[src/rtl/proj2_pkg.sv]
// Shared definitions for the instruction sequencer: word width, HALT opcode
// and the FSM state encoding shown on the HEX display.
package proj2_pkg;

    localparam int INSTR_W = 10;
    localparam int STATE_W = 2;
    localparam logic [3:0] HALT_OP = 4'b1111;

    typedef enum logic [STATE_W-1:0] {
        ST_IDLE   = 2'd0,
        ST_ISSUE  = 2'd1,
        ST_EXEC   = 2'd2,
        ST_HALTED = 2'd3
    } state_e;

    function automatic logic is_halt(input logic [INSTR_W-1:0] w);
        return w[INSTR_W-1 -: 4] == HALT_OP;
    endfunction

endpackage

[src/rtl/instr_fifo.sv]
// Circular instruction queue; the caller only raises push when there is room
// (or a pop happens in the same cycle) and only raises pop when non-empty.
module instr_fifo
    import proj2_pkg::*;
#(
    parameter int DEPTH = 4
) (
    input  logic               clk_i,
    input  logic               rst_i,
    input  logic               push_i,
    input  logic               pop_i,
    input  logic [INSTR_W-1:0] wdata_i,
    output logic [INSTR_W-1:0] rdata_o,
    output logic               full_o,
    output logic               empty_o,
    output logic [3:0]         count_o
);

    localparam int PW = (DEPTH > 1) ? $clog2(DEPTH) : 1;

    logic [INSTR_W-1:0] mem_q [DEPTH];
    logic [PW-1:0]      wr_ptr_q, wr_ptr_d;
    logic [PW-1:0]      rd_ptr_q, rd_ptr_d;
    logic [3:0]         count_q, count_d;

    // DEPTH is a power of two, so the pointers wrap by natural overflow.
    always_comb begin
        wr_ptr_d = push_i ? wr_ptr_q + PW'(1) : wr_ptr_q;
        rd_ptr_d = pop_i  ? rd_ptr_q + PW'(1) : rd_ptr_q;
        count_d  = count_q + 4'(push_i) - 4'(pop_i);
    end

    always_ff @(posedge clk_i) begin
        if (rst_i) begin
            wr_ptr_q <= '0;
            rd_ptr_q <= '0;
            count_q  <= '0;
        end else begin
            wr_ptr_q <= wr_ptr_d;
            rd_ptr_q <= rd_ptr_d;
            count_q  <= count_d;
        end
    end

    always_ff @(posedge clk_i) begin
        if (push_i) mem_q[wr_ptr_q] <= wdata_i;
    end

    assign rdata_o = mem_q[rd_ptr_q];
    assign count_o = count_q;
    assign full_o  = (count_q == 4'(DEPTH));
    assign empty_o = (count_q == 4'd0);

endmodule

[src/rtl/instr_sequencer.sv]
// Issues queued instructions to the datapath controller one at a time, with
// RUN/STEP control, HALT opcode handling and an EXEC watchdog.
module instr_sequencer
    import proj2_pkg::*;
#(
    parameter int DEPTH   = 4,
    parameter int TMO_CYC = 15
) (
    input  logic               CLK,
    input  logic               RST,
    input  logic               LOAD,
    input  logic [INSTR_W-1:0] IN_INSTR,
    input  logic               RUN,
    input  logic               STEP,
    input  logic               ISSUE_ACK,
    input  logic               DONE,
    output logic               ISSUE_VALID,
    output logic [INSTR_W-1:0] ISSUE_INSTR,
    output logic               FULL,
    output logic               EMPTY,
    output logic [3:0]         COUNT,
    output logic [STATE_W-1:0] STATE,
    output logic               OVF,
    output logic               TMO
);

    localparam int WD_W = $clog2(TMO_CYC + 1);

    state_e             state_q, state_d;
    logic [WD_W-1:0]    wd_q, wd_d;
    logic               ovf_q, ovf_d;
    logic               tmo_q, tmo_d;
    logic [INSTR_W-1:0] head;
    logic               go, halt_head, wd_expire;
    logic               push, pop, drop;

    instr_fifo #(.DEPTH(DEPTH)) u_fifo (
        .clk_i   (CLK),
        .rst_i   (RST),
        .push_i  (push),
        .pop_i   (pop),
        .wdata_i (IN_INSTR),
        .rdata_o (head),
        .full_o  (FULL),
        .empty_o (EMPTY),
        .count_o (COUNT)
    );

    assign go        = !EMPTY && (RUN || STEP);
    assign halt_head = is_halt(head);
    // DONE on the final watchdog cycle still counts as a normal completion.
    assign wd_expire = (state_q == ST_EXEC) && !DONE && (wd_q == WD_W'(TMO_CYC - 1));

    always_ff @(posedge CLK) begin
        if (RST) state_q <= ST_IDLE;
        else     state_q <= state_d;
    end

    always_comb begin
        state_d = state_q;
        case (state_q)
            ST_IDLE:   if (go) state_d = halt_head ? ST_HALTED : ST_ISSUE;
            ST_ISSUE:  if (ISSUE_ACK) state_d = ST_EXEC;
            ST_EXEC:   if (DONE || wd_expire) state_d = ST_IDLE;
            ST_HALTED: if (!RUN) state_d = ST_IDLE;
            default:   state_d = ST_IDLE;
        endcase
    end

    always_comb begin
        ISSUE_VALID = (state_q == ST_ISSUE);
        ISSUE_INSTR = ISSUE_VALID ? head : '0;
        // A HALT word leaves the queue the moment it is recognised in IDLE.
        pop  = (ISSUE_VALID && ISSUE_ACK) || ((state_q == ST_IDLE) && go && halt_head);
        push = LOAD && (!FULL || pop);
        drop = LOAD && FULL && !pop;
    end

    always_comb begin
        wd_d  = (state_q == ST_EXEC) ? wd_q + WD_W'(1) : '0;
        ovf_d = ovf_q | drop;
        tmo_d = tmo_q | wd_expire;
    end

    always_ff @(posedge CLK) begin
        if (RST) begin
            wd_q  <= '0;
            ovf_q <= 1'b0;
            tmo_q <= 1'b0;
        end else begin
            wd_q  <= wd_d;
            ovf_q <= ovf_d;
            tmo_q <= tmo_d;
        end
    end

    assign STATE = state_q;
    assign OVF   = ovf_q;
    assign TMO   = tmo_q;

endmodule

[config.mk]
export PLATFORM = sky130hd
export DESIGN_NAME = instr_sequencer
export DESIGN_NICKNAME = d
export VERILOG_FILES = /design/src/rtl/proj2_pkg.sv /design/src/rtl/instr_fifo.sv /design/src/rtl/instr_sequencer.sv
export SDC_FILE = /design/constraint.sdc
export NUM_CORES = 1
export LEC_CHECK = 0
export BUFFER_PORTS_ARGS = -buffer_cell sky130_fd_sc_hd__buf_2
export CORE_UTILIZATION = 46
export DETAILED_ROUTE_END_ITERATION = 6
export PLACE_DENSITY = 0.69
export REMOVE_ABC_BUFFERS = 1
export SLEW_MARGIN = 20
export SYNTH_ARGS = -nofsm -noshare
export SYNTH_HDL_FRONTEND = slang
export SYNTH_SLANG_ARGS = --single-unit
[constraint.sdc]
create_clock -name CLK -period 2.7 [get_ports CLK]
set_input_delay 0.405 -clock CLK [delete_from_list [all_inputs] [get_ports CLK]]
set_output_delay 0.405 -clock CLK [all_outputs]
set_load 0.02 [all_outputs]
==> results.txt, run 1 <==
Max-Slew Margin vs Limit: 0.744
CP Launch Type: flop
Hold/Removal Path Class: input port to flop
Vias in the first global route: 1506
Worst setup margin: 0.114 ns
First-pass GRT wire length: 7.65 mm
Synth Instances: 169
Internal power: 1.94 mW
Layout cell share with drive strength beyond 1: 0.313
Clock power share: 0.296
Worst slew pin tran: 0.378 ns
Finished Cell Area: 3070 µm²
Tmin final: 2.59 ns
Number of flops mapped to enable cells by yosys: 40
Synthesized area: 2570 µm²
DR WL/cell: 16.0 µm
Pwr dens: 918 nW/µm²
Core Area: 5240 µm²
CTS root buf: clkbuf_8
Placer Congestion: 0.710
Initial Util: 0.492
Post-Syn Area per Cell: 15.2 µm²
DR iter-0 viols: 79
Synthesis Warnings: 0
Vias per std cell: 5.12
Floorplan row count: 26
Die area: 5900 µm²
Post CTS Setup Buffer Count: 0
Clk_lat worst skew: 0.34 ns
Most frequent cells in the layout: edfxtp_1 (40), buf_2 (37), dfxtp_1 (18), nor2_1 (13), inv_1 (13)
DPL Wire Length: 3.25 mm
Largest net degree at the start of global routing: 12
Power share of the combinational group: 0.294
Nets@finish: 250
CTS Buffer Depth: 2
Total negative slack: 0 ns
CTS tree: built
Post-route insts no fill: 294
Ys flop type: edfxtp_1
Endpoints failing hold: 0
Fill cells: 404
Diode count: 0
Port bufs: 37
#FFs+latches synth: 58
Die height: 76.8 µm
Post-Route WL: 4.71 mm
Final Slew Violations: 0
1st-pass router iterations: 5
Share of the clock period used by the worst path: 0.958
Setup crit end kind: flop
CP Max Fanout: 6
Req. time, crit path: 2.92 ns
Fmax: 387 MHz
Post-route ant nets: 0
Leakage: 1.21 nW
Layout Skew: 0.00855 ns
Sink Count: 58
H-tree levels: 3
CTS Hold Bufs: 0
DP Area: 2870 µm²
Reg clk slew, reported paths: 0.06 ns
Initial antenna violation count: 0
Arrival time at the worst endpoint: 2.81 ns
Total gr overflow: 0
Max-cap viol count: 0
Synth unique cells: 43
Die width: 76.8 µm
Sequential share of the synthesized area: 0.606
Synth-to-Final Area Change: 19.0%
Async S/R FF share, synth: 0
IO Pins: 38
Setup WS pre-CTS: 0.128 ns
Via count: 1504
CTS resizes: 0
Tot GR Track Use: 0.178
Critical Setup Path Class: flop to flop
Sw Ratio: 0.310
TritonCTS buffer count: 9
Dpl cells: 279
Switching Power: 0.873 mW
Peak VDD IR: 429 µV
Sequential power share: 0.410
DRC errors left: 0
Most common cell after layout, fill and taps aside: edfxtp_1
Status: finished clean
Final setup fails: 0
RSZ-0062 raised after global routing: no
-- state kept, by name, indices dropped and copies added, names as in the netlist, named ones only --
| register | count |
|---|---|
| OVF | 1 |
| STATE | 2 |
| TMO | 1 |
| u_fifo.count_o | 4 |
| u_fifo.mem_q | 40 |
| u_fifo.rd_ptr_q | 2 |
| u_fifo.wr_ptr_q | 2 |
| wd_q | 4 |
-- Yosys cell counts, types with 2 or more instances --
library cell | count | area [µm²]
edfxtp_1 | 40 | 1200
dfxtp_1 | 18 | 360
inv_1 | 13 | 48.8
nor2_1 | 13 | 48.8
ha_1 | 12 | 150
mux4_1 | 10 | 263
and2_1 | 9 | 56.3
and2_2 | 5 | 37.5
nand2_1 | 4 | 15.0
nor2b_1 | 4 | 25.0
nand4_1 | 3 | 18.8
a21oi_1 | 2 | 10.0
buf_6 | 2 | 22.5
nand3_1 | 2 | 10.0
o21ba_2 | 2 | 20.0
xnor2_1 | 2 | 17.5
xor2_1 | 2 | 17.5
-- path summary, 6_finish.rpt --
check | endpoint | startpoint | slack (ns) | cells after the start
setup reg to reg | u_fifo.count_o[2] | flop | 0.11 | 10
hold reg to reg | OVF | OVF | 0.47 | 1
setup / recovery | u_fifo.count_o[2] | flop | 0.11 | 10
hold / removal | u_fifo.mem_q[0][0] | IN_INSTR[0] | 0.28 | 1
-- stage by stage --
| step | hold slack [ns] | util | power [mW] |
|---|---|---|---|
| after global placement | 0.441 | 0.547 | 1.99 |
| after CTS | 0.275 | 0.585 | 2.84 |
| final | 0.281 | 0.585 | 2.81 |
| after detailed placement | 0.444 | 0.547 | 2.01 |
| after global routing | 0.272 | 0.585 | 2.97 |
| after floorplan | 0.430 | - | 1.73 |
-- per-layer routing --
metal  track usage  wire length [µm]  part of all wire  up-vias
met4        0.0808                89             0.019        0
met5             0                 0                 0        -
met2         0.291              2220              0.47       45
met3        0.0536               233             0.049       10
met1         0.217              2170              0.46      718
li1              -                 -                 -      731
-- power groups by stage --
| stage | clock (mW) | combinational, mW | sequential (mW) |
|---|---|---|---|
| after floorplan | 0 | 0.521 | 1.21 |
| after global placement | 0 | 0.823 | 1.17 |
| after detailed placement | 0 | 0.838 | 1.17 |
| after CTS | 0.844 | 0.844 | 1.15 |
| after global routing | 0.890 | 0.915 | 1.17 |
| final | 0.834 | 0.827 | 1.15 |
-- area by class of cell --
class,instances,area (µm²),share of cell area
tap,70,87.6,0.0286
timing repair buffer,44,238,0.0776
clock buffer,11,131,0.0429
inverter,14,52.6,0.0171
clock inverter,4,67.6,0.0220
sequential,58,1560,0.509
multi-input combinational,93,927,0.302
-- worst max-delay path, stage by stage, from the launching register on --
cell,delay (ns)
dfxtp_1,0.49
mux4_1,0.67
nand4_1,0.13
o21bai_1,0.09
ha_1,0.28
inv_1,0.06
ha_1,0.15
inv_1,0.06
fa_1,0.37
xor2_1,0.13
nor2_1,0.05
-- cell families after synthesis --
group           Yosys count  share of synthesized area
xor+xnor                  4                     0.0136
simple gates             47                      0.103
fa+ha+maj                13                     0.0661
flops                    58                      0.606
mux                      13                      0.116
compound gates           16                     0.0612
buf+inv                  18                     0.0335
No activity file was read; power rests on OpenSTA's default activity.
==> run 2: changes to the inputs <==
--- a/config.mk
+++ b/config.mk
@@ -9,6 +9,7 @@
 export CORE_UTILIZATION = 46
 export DETAILED_ROUTE_END_ITERATION = 6
 export PLACE_DENSITY = 0.69
+export RECOVER_POWER = 100
 export REMOVE_ABC_BUFFERS = 1
 export SLEW_MARGIN = 20
 export SYNTH_ARGS = -nofsm -noshare
==> run 2 against run 1 <==
- register-to-register slack is essentially flat
- clock-buffer cell count is the same
- setup slack gained 0.010 ns
- fmax grew 0.39%
- largest cell class unchanged
- sequential share of layout area grew 1.2 points
- design area shrank 2.2%
- total power shrank 2.0%
- clock power shrank 0.8%
==> results.txt, run 2 (synthesized netlist as in run 1, its figures left out) <==
Total negative slack: 0 ns (unchanged)
Vias in the first global route: 1506 (unchanged)
Setup crit end kind: flop (unchanged)
Endpoints failing hold: 0 (unchanged)
Sequential power share: 0.418 (was 0.410)
Share of the clock period used by the worst path: 0.954 (was 0.958)
Final core utilization: 0.572 (was 0.585)
Total gr overflow: 0 (unchanged)
Post CTS Setup Buffer Count: 0 (unchanged)
Most common cell after layout, fill and taps aside: edfxtp_1 (unchanged)
CTS tree: built (unchanged)
CP top delay family: adder cells (unchanged)
CP Max Fanout: 6 (unchanged)
Pwr dens: 920 nW/µm² (was 918 nW/µm²)
Via count: 1507 (was 1504)
RSZ-0062 raised after global routing: no (unchanged)
Tmin final: 2.58 ns (was 2.59 ns)
Worst path slowest cell: mux4_1 (unchanged)
Clk_lat worst skew: 0.33 ns (was 0.34 ns)
CTS Hold Bufs: 0 (unchanged)
Floorplan row count: 26 (unchanged)
Arrival time at the worst endpoint: 2.79 ns (was 2.81 ns)
Sw Ratio: 0.312 (was 0.310)
Hold/Removal Path Class: input port to flop (unchanged)
H-tree levels: 3 (unchanged)
Diode count: 0 (unchanged)
Final hold slack: 0.333 ns (was 0.281 ns)
Die area: 5900 µm² (unchanged)
Fill cells: 426 (was 404)
Core Area: 5240 µm² (unchanged)
Largest register FFs: 40 (unchanged)
Initial antenna violation count: 0 (unchanged)
Clock power share: 0.300 (was 0.296)
Internal power: 1.90 mW (was 1.94 mW)
Max-Slew Margin vs Limit: 0.646 (was 0.744)
Ordered cell list for the critical path: mux4_1 > nand4_1 > o21bai_1 > ha_1 > inv_1 > ha_1 > inv_1 > fa_1 > xor2_1 > nor2_1 (unchanged)
Peak VDD IR: 429 µV (about the same)
Post-Route WL: 4.70 mm (was 4.71 mm)
Vias per std cell: 5.13 (was 5.12)
DR WL/cell: 16.0 µm (about the same)
Layout Skew: 0.00665 ns (was 0.00855 ns)
Fmax: 388 MHz (was 387 MHz)
DRC errors left: 0 (unchanged)
Largest net degree at the start of global routing: 12 (unchanged)
Buf/Inv on CP: 2 (unchanged)
Area used by multi-input combinational logic: 903 µm² (was 927 µm²)
Most frequent cells in the layout: edfxtp_1 (40), clkbuf_1 (28), dfxtp_1 (18), nor2_1 (13), inv_1 (13) (was edfxtp_1 (40), buf_2 (37), dfxtp_1 (18), nor2_1 (13), inv_1 (13))
Leakage: 1.11 nW (was 1.21 nW)
CTS root buf: clkbuf_8 (unchanged)
Post-route ant nets: 0 (unchanged)
Power share of the combinational group: 0.282 (was 0.294)
Nets@finish: 250 (unchanged)
Die height: 76.8 µm (unchanged)
Final setup fails: 0 (unchanged)
Die width: 76.8 µm (unchanged)
Req. time, crit path: 2.92 ns (about the same)
Final Slew Violations: 0 (unchanged)
Initial Util: 0.492 (unchanged)
CTS resizes: 0 (unchanged)
Placer Congestion: 0.710 (unchanged)
Switching Power: 0.860 mW (was 0.873 mW)
DR iter-0 viols: 84 (was 79)
CTS Buffer Depth: 2 (unchanged)
Synth-to-Final Area Change: 16.4% (was 19.0%)
CP max stage delay: 0.66 ns (was 0.67 ns)
Seq. cell area: 1560 µm² (unchanged)
Layout cell share with drive strength beyond 1: 0.179 (was 0.313)
1st-pass router iterations: 4 (was 5)
Sink Count: 58 (unchanged)
Critical Setup Path Class: flop to flop (unchanged)
Reg with most FFs: u_fifo.mem_q (unchanged)
Worst slew pin tran: 0.532 ns (was 0.378 ns)
DPL Wire Length: 3.25 mm (unchanged)
TritonCTS buffer count: 9 (unchanged)
Status: finished clean (unchanged)
Max-cap viol count: 0 (unchanged)
First-pass GRT wire length: 7.65 mm (unchanged)
Tot GR Track Use: 0.178 (unchanged)
IO Pins: 38 (unchanged)
CP Launch Type: flop (unchanged)
Reg clk slew, reported paths: 0.06 ns (about the same)
Port bufs: 37 (unchanged)
## run 2: changes by cell type in the layout (fill, tap and decap cells not counted), moves of 2 or more
| cell | delta |
|---|---|
| clkbuf_1 | +26 |
| buf_2 | -25 |
| buf_4 | -5 |
| clkbuf_2 | +4 |
| and2_0 | +3 |
| and2_1 | -2 |
## run 2: power groups by stage
stage          Sequential, mW  Clock [mW]  Combinational [mW]
3_3_place_gp             1.17           0               0.823
5_1_grt                  1.17       0.890               0.861
3_5_place_dp             1.17           0               0.838
4_1_cts                  1.15       0.844               0.844
2_1_floorplan            1.21           0               0.521
6_report                 1.15       0.827               0.777
## run 2: path summary, 6_finish.rpt
kind / from / end / slack (ns) / depth (start not counted)
setup reg to reg: flop / u_fifo.count_o[2] / 0.12 / 10
hold reg to reg: OVF / OVF / 0.47 / 1
hold / removal: IN_INSTR[0] / u_fifo.mem_q[0][0] / 0.33 / 1
setup / recovery: flop / u_fifo.count_o[2] / 0.12 / 10
## run 2: metrics by stage
stage	area [µm²]	worst slack (ns)	instances	total power [mW]
after floorplan	2540	0.0921	165	1.73
after global placement	2870	0.201	279	1.99
after detailed placement	2870	0.128	279	2.01
after CTS	3070	0.100	294	2.84
after global routing	3000	0.00411	294	2.92
final	3000	0.124	294	2.76
## run 2: area by class of cell
| cell class | instances | share of cell area |
|---|---|---|
| clock buffer | 11 | 0.0438 |
| tap | 70 | 0.0292 |
| timing repair buffer | 44 | 0.0643 |
| sequential | 58 | 0.521 |
| inverter | 14 | 0.0175 |
| clock inverter | 4 | 0.0225 |
| multi-input combinational | 93 | 0.301 |
## run 2: worst register-to-register path, cell delays in order (launching register included)
cell	delay [ns]
dfxtp_1	0.49
mux4_1	0.66
nand4_1	0.12
o21bai_1	0.09
ha_1	0.28
inv_1	0.06
ha_1	0.15
inv_1	0.06
fa_1	0.37
xor2_1	0.13
nor2_1	0.05
## run 2: routing by layer
layer / GRT usage / wire [µm]
met4: 0.0808 / 58
met3: 0.0536 / 274
met5: 0 / 0
met2: 0.291 / 2230
met1: 0.217 / 2150
